$ cat config.mk
export PLATFORM = sky130hd
export DESIGN_NAME = logic_sweep_ctrl
export DESIGN_NICKNAME = d
export VERILOG_FILES = /design/src/rtl/logic_sweep_ctrl.sv
export SDC_FILE = /design/constraint.sdc
export NUM_CORES = 1
export LEC_CHECK = 0
export CAP_MARGIN = 40
export CORE_MARGIN = 4
export CORE_UTILIZATION = 48
export CTS_CLUSTER_SIZE = 20
export DETAILED_ROUTE_END_ITERATION = 12
export GPL_TIMING_DRIVEN = 0
export PLACE_DENSITY = 0.75
export SKIP_CTS_REPAIR_TIMING = 1
export SYNTH_ARGS = -nofsm -noshare
export SYNTH_HDL_FRONTEND = slang
export SYNTH_SLANG_ARGS = --single-unit
$ cat constraint.sdc
create_clock -name clk -period 1.96 [get_ports clk]
set_input_delay 0.196 -clock clk [delete_from_list [all_inputs] [get_ports clk]]
set_output_delay 0.196 -clock clk [all_outputs]
set_load 0.03 [all_outputs]
$ cat src/rtl/logic_sweep_ctrl.sv
// Purpose: self-test sequencer; walks a 2-input logic unit through all 32 {select,a,b}
//          vectors, captures its result into a truth table, counts ones, compares to GOLDEN.
// Latency: 64 busy cycles (DRIVE+SAMPLE per vector) plus one DONE cycle; pass valid after DONE.
// Backpressure: hold=1 freezes progress (operands stable, no capture), one cycle per held cycle.
//
// Ports:
//   clk, rst_n            clock (rising edge), asynchronous active-low reset
//   start                 sweep request, level-sampled only in IDLE
//   hold                  pause while high during a sweep
//   in_s                  logic unit result (combinational from out_a/out_b/out_select)
//   out_a/out_b/out_select operands to the logic unit; idx = {select, a, b}
//   out_busy / out_done   busy in DRIVE/SAMPLE; one-cycle completion pulse
//   out_table/out_ones/out_pass  captured table, its ones count, match against GOLDEN
module logic_sweep_ctrl #(
    parameter logic [31:0] GOLDEN = 32'h96781E53
) (
    input  logic        clk,
    input  logic        rst_n,
    input  logic        start,
    input  logic        hold,
    input  logic        in_s,
    output logic        out_a,
    output logic        out_b,
    output logic [2:0]  out_select,
    output logic        out_busy,
    output logic        out_done,
    output logic [31:0] out_table,
    output logic [5:0]  out_ones,
    output logic        out_pass
);

    typedef enum logic [1:0] {
        ST_IDLE   = 2'd0,
        ST_DRIVE  = 2'd1,
        ST_SAMPLE = 2'd2,
        ST_DONE   = 2'd3
    } state_t;

    state_t      state_q, state_d;
    logic [4:0]  idx_q, idx_d;
    logic [31:0] table_q, table_d;
    logic [5:0]  ones_q, ones_d;
    logic        pass_q, pass_d;
    logic        busy_q, busy_d;
    logic        done_q, done_d;

    always_ff @(posedge clk or negedge rst_n) begin
        if (!rst_n) begin
            state_q <= ST_IDLE;
            idx_q   <= 5'd0;
            table_q <= 32'd0;
            ones_q  <= 6'd0;
            pass_q  <= 1'b0;
            busy_q  <= 1'b0;
            done_q  <= 1'b0;
        end else begin
            state_q <= state_d;
            idx_q   <= idx_d;
            table_q <= table_d;
            ones_q  <= ones_d;
            pass_q  <= pass_d;
            busy_q  <= busy_d;
            done_q  <= done_d;
        end
    end

    // busy/done are computed from the next state so they line up with state_q
    // while still coming straight out of flops.
    always_comb begin
        state_d = state_q;
        idx_d   = idx_q;
        table_d = table_q;
        ones_d  = ones_q;
        pass_d  = pass_q;
        busy_d  = 1'b0;
        done_d  = 1'b0;

        case (state_q)
            ST_IDLE: begin
                if (start) begin
                    state_d = ST_DRIVE;
                    idx_d   = 5'd0;
                    table_d = 32'd0;
                    ones_d  = 6'd0;
                    pass_d  = 1'b0;
                    busy_d  = 1'b1;
                end
            end
            ST_DRIVE: begin
                busy_d = 1'b1;
                if (!hold) begin
                    state_d = ST_SAMPLE;
                end
            end
            ST_SAMPLE: begin
                busy_d = 1'b1;
                if (!hold) begin
                    table_d[idx_q] = in_s;
                    ones_d         = ones_q + {5'd0, in_s};
                    if (idx_q == 5'd31) begin
                        state_d = ST_DONE;
                        busy_d  = 1'b0;
                        done_d  = 1'b1;
                    end else begin
                        idx_d   = idx_q + 5'd1;
                        state_d = ST_DRIVE;
                    end
                end
            end
            ST_DONE: begin
                // table_q is complete here; the verdict lands as DONE exits.
                pass_d  = (table_q == GOLDEN);
                state_d = ST_IDLE;
            end
            default: begin
                state_d = ST_IDLE;
            end
        endcase
    end

    // Operands come straight from the index flop, so they keep the last vector in IDLE/DONE.
    assign out_select = idx_q[4:2];
    assign out_a      = idx_q[1];
    assign out_b      = idx_q[0];
    assign out_busy   = busy_q;
    assign out_done   = done_q;
    assign out_table  = table_q;
    assign out_ones   = ones_q;
    assign out_pass   = pass_q;

endmodule
Word level (Yosys, flattened, before mapping)
Index checks and enable logic that the tools add are counted.

storage, ports and cells
  bits in registers = 48
  input port bits = 5
  word-level logic and storage cells = 55

operators by class
  $add $sub $neg = 2
  $lt $le $gt $ge = 2
  equal/unequal tests = 9
  mux-type cells = 27
  reduce and logical (&&, ||, !) cells = 8

operators with widths
  kind                    number
  $mux W32                2
  $pmux W32 S2            1
  $bwmux W32              1
  $eq A32 B32 Y1 const B  1
  $mux W5                 3
  $mux W6                 2
  $pmux W6 S2             1
  $pmux W5 S2             1
  $mux W1                 8
  $mux W2                 4
  $ne A2 B2 Y1 const B    4
  $pmux W2 S4             1
  $add A6 B1 Y6           1
  $lt A5 B6 Y1 const B    1
  $reduce_and A3 Y1       2
  $add A5 B1 Y5 const B   1
  $demux W1 S5            1
  $eq A5 B5 Y1 const B    1
  $ge A5 B1 Y1 const B    1
  $eq A2 B2 Y1 const B    2
  $reduce_and A4 Y1       1
  $reduce_bool A2 Y1      2
  $pmux W1 S3             1
  $eq A2 B1 Y1 const B    1
  other kinds (4)         4

Logic depth before layout (Yosys ltp)
  depth in word-level cells = 7
  gate-level depth with buffers = 7
  gate-level depth less buffers = 6

Worst setup path before layout
No wires, ideal clock.

  kind = flip-flop to flip-flop
  start = register idx_q[1]
  end = register idx_q[0]
  library setup time = 0.067 ns
  arrival time = 2.115 ns
  path slack = -0.222 ns
  cell stages (with the launch flop) = 7
  buffers on the path = 1
  period minus slack after synthesis = 2.182 ns
  cell sequence = dfrtp_1 ha_1 clkbuf_1 and3_1 ha_1 nor4b_1 mux2_2

on the way
  word-level cells in the longest chain between the ends = 3

RTL lines
  what                         RTL line  source
  from (decl)                  40        logic [4:0] idx_q, idx_d;
  from (signal assigned)       58        idx_q <= idx_d;
  $eq A5 B5 Y1                 100       if (idx_q == 5'd31) begin
  $ne A2 B2 Y1 (no line)       n/a
  $reduce_and A4 Y1 (no line)  n/a

Every way passes these cells.
A chain may end at the register's enable or synchronous reset.

Worst setup path after layout
  start = register idx_q[1]
  end = register table_q[1] (netlist: out_table[1])

on the way
  word-level cells in the longest chain between the ends = 7
  elaborated cells on any way between the ends = 8
  classes of those cells = order compare (2); mux (5); reduce/logical (1)

RTL lines
  what                                                                       RTL line  source
  $lt A5 B6 Y1 (implied by the code) / $ge A5 B1 Y1 (equally long branches)  98        table_d[idx_q] = in_s;
  $logic_and A1 B1 Y1 (implied by the code)                                  98
  $mux W1 (implied by the code)                                              98
  $demux W1 S5 (*)                                                           98
  $bwmux W32 (*)                                                             98
  $mux W32 (*)                                                               97        if (!hold) begin
  $pmux W32 S2 (*)                                                           78        case (state_q)
  to (signal assigned)                                                       59        table_q <= table_d;
  to (decl)                                                                  41        logic [31:0] table_q, table_d;

Every way passes the cells marked *; elsewhere a longest branch is shown, timed or not. The select of a mux whose other input is x is not followed.

==> flow_summary_export.csv <==
group,metric,value,unit
yosys,syn_inst,301,
sta,hold_ws,0.400,ns
placement,dp_slack,-0.221,ns
routing,dr.pass1.iters,5,
die,initial_core_util,0.506,
routing,vias,2710,
clocking,cts_tree,"yes",
setup_path,crit_path_start_kind,"register",
global_routing,grt_pass1_vias,2612,
cells_and_area,nFillCells,470,
yosys,async_flop_share,1.00,
placement,dp_cells,423,
yosys,ys_seq_area_frac,0.421,
routing,wl_per_cell,18.9,um
cells_and_area,fin_nets,371,
sta,rsz0062_at_grt,"true",
die,coreArea,0.00564,mm^2
yosys,synth_nets,313,
cells_and_area,final_area,0.00363,mm^2
cells_and_area,drive_gt1_frac,0.119,
die,die_w,85.1,um
setup_path,cp_max_fo,9,
routing,wirelength,8160,um
setup_path,rr_worst_depth,5,
global_routing,grt_max_degree,26,
global_routing,grt_pass1_wl,13200,um
power,power.density,876,mW/mm^2
setup_path,worstSetupEndpointType,"register",
clocking,clkLatencyLatePin,0.31,ns
routing,ant_nets,0,
sta,maxSlewHeadroom,0.583,
setup_path,critPathSlowestCell,"or4b_2",
cells_and_area,diodes,0,
placement,place.gp.congestion,0.895,
setup_path,required,2.14,ns
power,ir_drop,0.660,mV
placement,dp_hpwl,5780,um
sta,setup_violations,0,
setup_path,worstPathCellList,"inv_1 -> ha_2 -> or4b_2 -> a22oi_1 -> o22ai_1",
cells_and_area,regArea,0.00121,mm^2
cells_and_area,fin_cells,432,
yosys,ys_ff_latch,48,
yosys,synth_ff_type,"dfrtp_1",
routing,drtIter0Drc,246,
yosys,yosysWarnings,0,
sta,fin_crit,1.87,ns
sta,skew,0.0139,ns
power,leakagePower,0.00140,uW
yosys,avgSynthCellArea,9.48,um^2
sta,period_share,0.957,
sta,slew_viol_final,0,
die,dieArea,0.00724,mm^2
yosys,netlist_area,0.00285,mm^2
sta,max_freq,533,MHz
placement,dpl-instance-area,0.00347,mm^2
placement,port_buffers,49,
job,drv_cap,0,
cells_and_area,multi_input_area,0.00142,mm^2
yosys,synth_edf_count,0,
status,status,"completed",
min_path,hold_class,"in2reg",
sta,hold_violations,0,
die,dieHeight,85.1,um
clocking,root_buffer,"clkbuf_8",
clocking,path_clk_slew,0.09,ns
setup_path,slowest_delay,0.61,ns
clocking,cts_buffers,5,
clocking,cts.path.max_buffers,2,
setup_path,cp.arrival,2.06,ns
global_routing,gr-total-overflow,0,
die,pin_count,51,
routing,viasPerCell,6.27,
min_path,min_path_cells,3,
die,rows,27,
global_routing,antenna_found_initial,0,
global_routing,track_usage,0.227,
yosys,ys_types,43,
cells_and_area,syn_to_final_growth,27.3,%
sta,tightest_slew,0.617,ns
clocking,clkSinkCount,48,
routing,drc,0,
clocking,htree_levels,2,
sta,finalWorstSetupSlack,0.0852,ns
setup_path,criticalPathCategory,"reg2reg",
registers in the layout, summed over array words and instances (netlist names):
| register | count |
|---|---|
| idx_q | 5 |
| out_busy | 1 |
| out_done | 1 |
| out_ones | 6 |
| out_pass | 1 |
| out_table | 32 |
| state_q | 2 |
synth_stat cells, types with 3 or more instances:
cell type   n  share of area
nand2b_1    5          0.011
nor4b_1     3         0.0092
nand4_1     5          0.011
buf_2       5         0.0088
dfrtp_1    48           0.42
a22oi_1    33          0.087
o22ai_1    30          0.066
and4b_1     3          0.011
clkbuf_1   25          0.033
a22o_1      6          0.018
or4bb_1    12          0.047
ha_1        7          0.031
nand4b_1   14          0.043
o21ai_0     3         0.0053
inv_1      38          0.050
nand2_1    12          0.016
nand3_1     6          0.011
or4b_2      4          0.014
nor2_1      6         0.0079
layer usage:
| metal | vias to the layer above | GRT usage | wire, um |
|---|---|---|---|
| li1 | 1246 | - | - |
| met1 | 1308 | 0.299 | 3410 |
| met2 | 130 | 0.367 | 3850 |
| met3 | 26 | 0.0398 | 604 |
| met4 | 0 | 0.0950 | 295 |
| met5 | - | 0 | 0 |
cells by family (layout without fill, tap and decap cells):
family	count (synthesis)	count (layout)	share of synthesized area
and+or+nand+nor	87	87	0.226
AOI/OAI and AO/OA	86	86	0.216
buffers and inverters	71	130	0.0995
muxes	2	2	0.00745
adders and majority gates	7	7	0.0307
DFF	48	48	0.421
where the power goes:
group,switching (uW),leakage [uW],internal (uW)
Combinational,843,0.000704,611
Clock,326,0.0000422,251
Sequential,77.6,0.000656,1070
placed cells by master (no fill, tap or decap), types with 4 or more instances in the layout:
cell type,n
inv_1,38
nand2b_1,5
nand2_1,12
nand3_1,6
a22o_1,6
dfrtp_2,4
nand4_1,5
o22ai_1,30
nand4b_1,14
buf_2,7
or4bb_1,12
clkbuf_1,18
clkbuf_8,5
a22oi_1,33
nor2_1,6
or4b_2,4
buf_4,7
clkdlybuf4s50_1,48
dfrtp_1,44
through the flow:
stage / power (uW) / utilization / setup TNS [ns]
2_1_floorplan: 2120 / - / 0
3_3_place_gp: 2500 / 0.611 / -37.04
3_5_place_dp: 2520 / 0.615 / -4.42
4_1_cts: 3090 / 0.629 / -1.61
5_1_grt: 3370 / 0.644 / -0.0294
6_report: 3180 / 0.644 / 0
critical path: cells and delay by family (launching register included):
kind | cells | cell delay, ns
fa+ha+maj | 1 | 0.30
simple gates | 1 | 0.61
flops | 1 | 0.46
compound gates | 2 | 0.29
buf+inv | 1 | 0.11
final cells by class:
type,instances,area share
inverters,38,0.0393
plain buffers,29,0.0386
repair buffers,55,0.152
clock inverters,1,0.00138
multi-input cells,182,0.391
well taps,72,0.0248
clock buffers,7,0.0210
flip-flops and latches,48,0.332
final timing paths:
| kind | from | end | slack (ns) |
|---|---|---|---|
| min in group asynchronous | rst_n | out_ones[5]$_DFFE_PN0P_ | 0.43 |
| hold reg to reg | out_pass$_DFFE_PN0P_ | out_pass$_DFFE_PN0P_ | 0.52 |
| hold / removal | hold | state_q[0]$_DFFE_PN0P_ | 0.40 |
| setup / recovery | idx_q[1]$_DFFE_PN0P_ | out_table[1]$_DFFE_PN0P_ | 0.09 |
| max in group asynchronous | rst_n | idx_q[2]$_DFFE_PN0P_ | 0.97 |
| setup reg to reg | idx_q[1]$_DFFE_PN0P_ | out_table[1]$_DFFE_PN0P_ | 0.09 |
(Power assumes the default switching activity.)
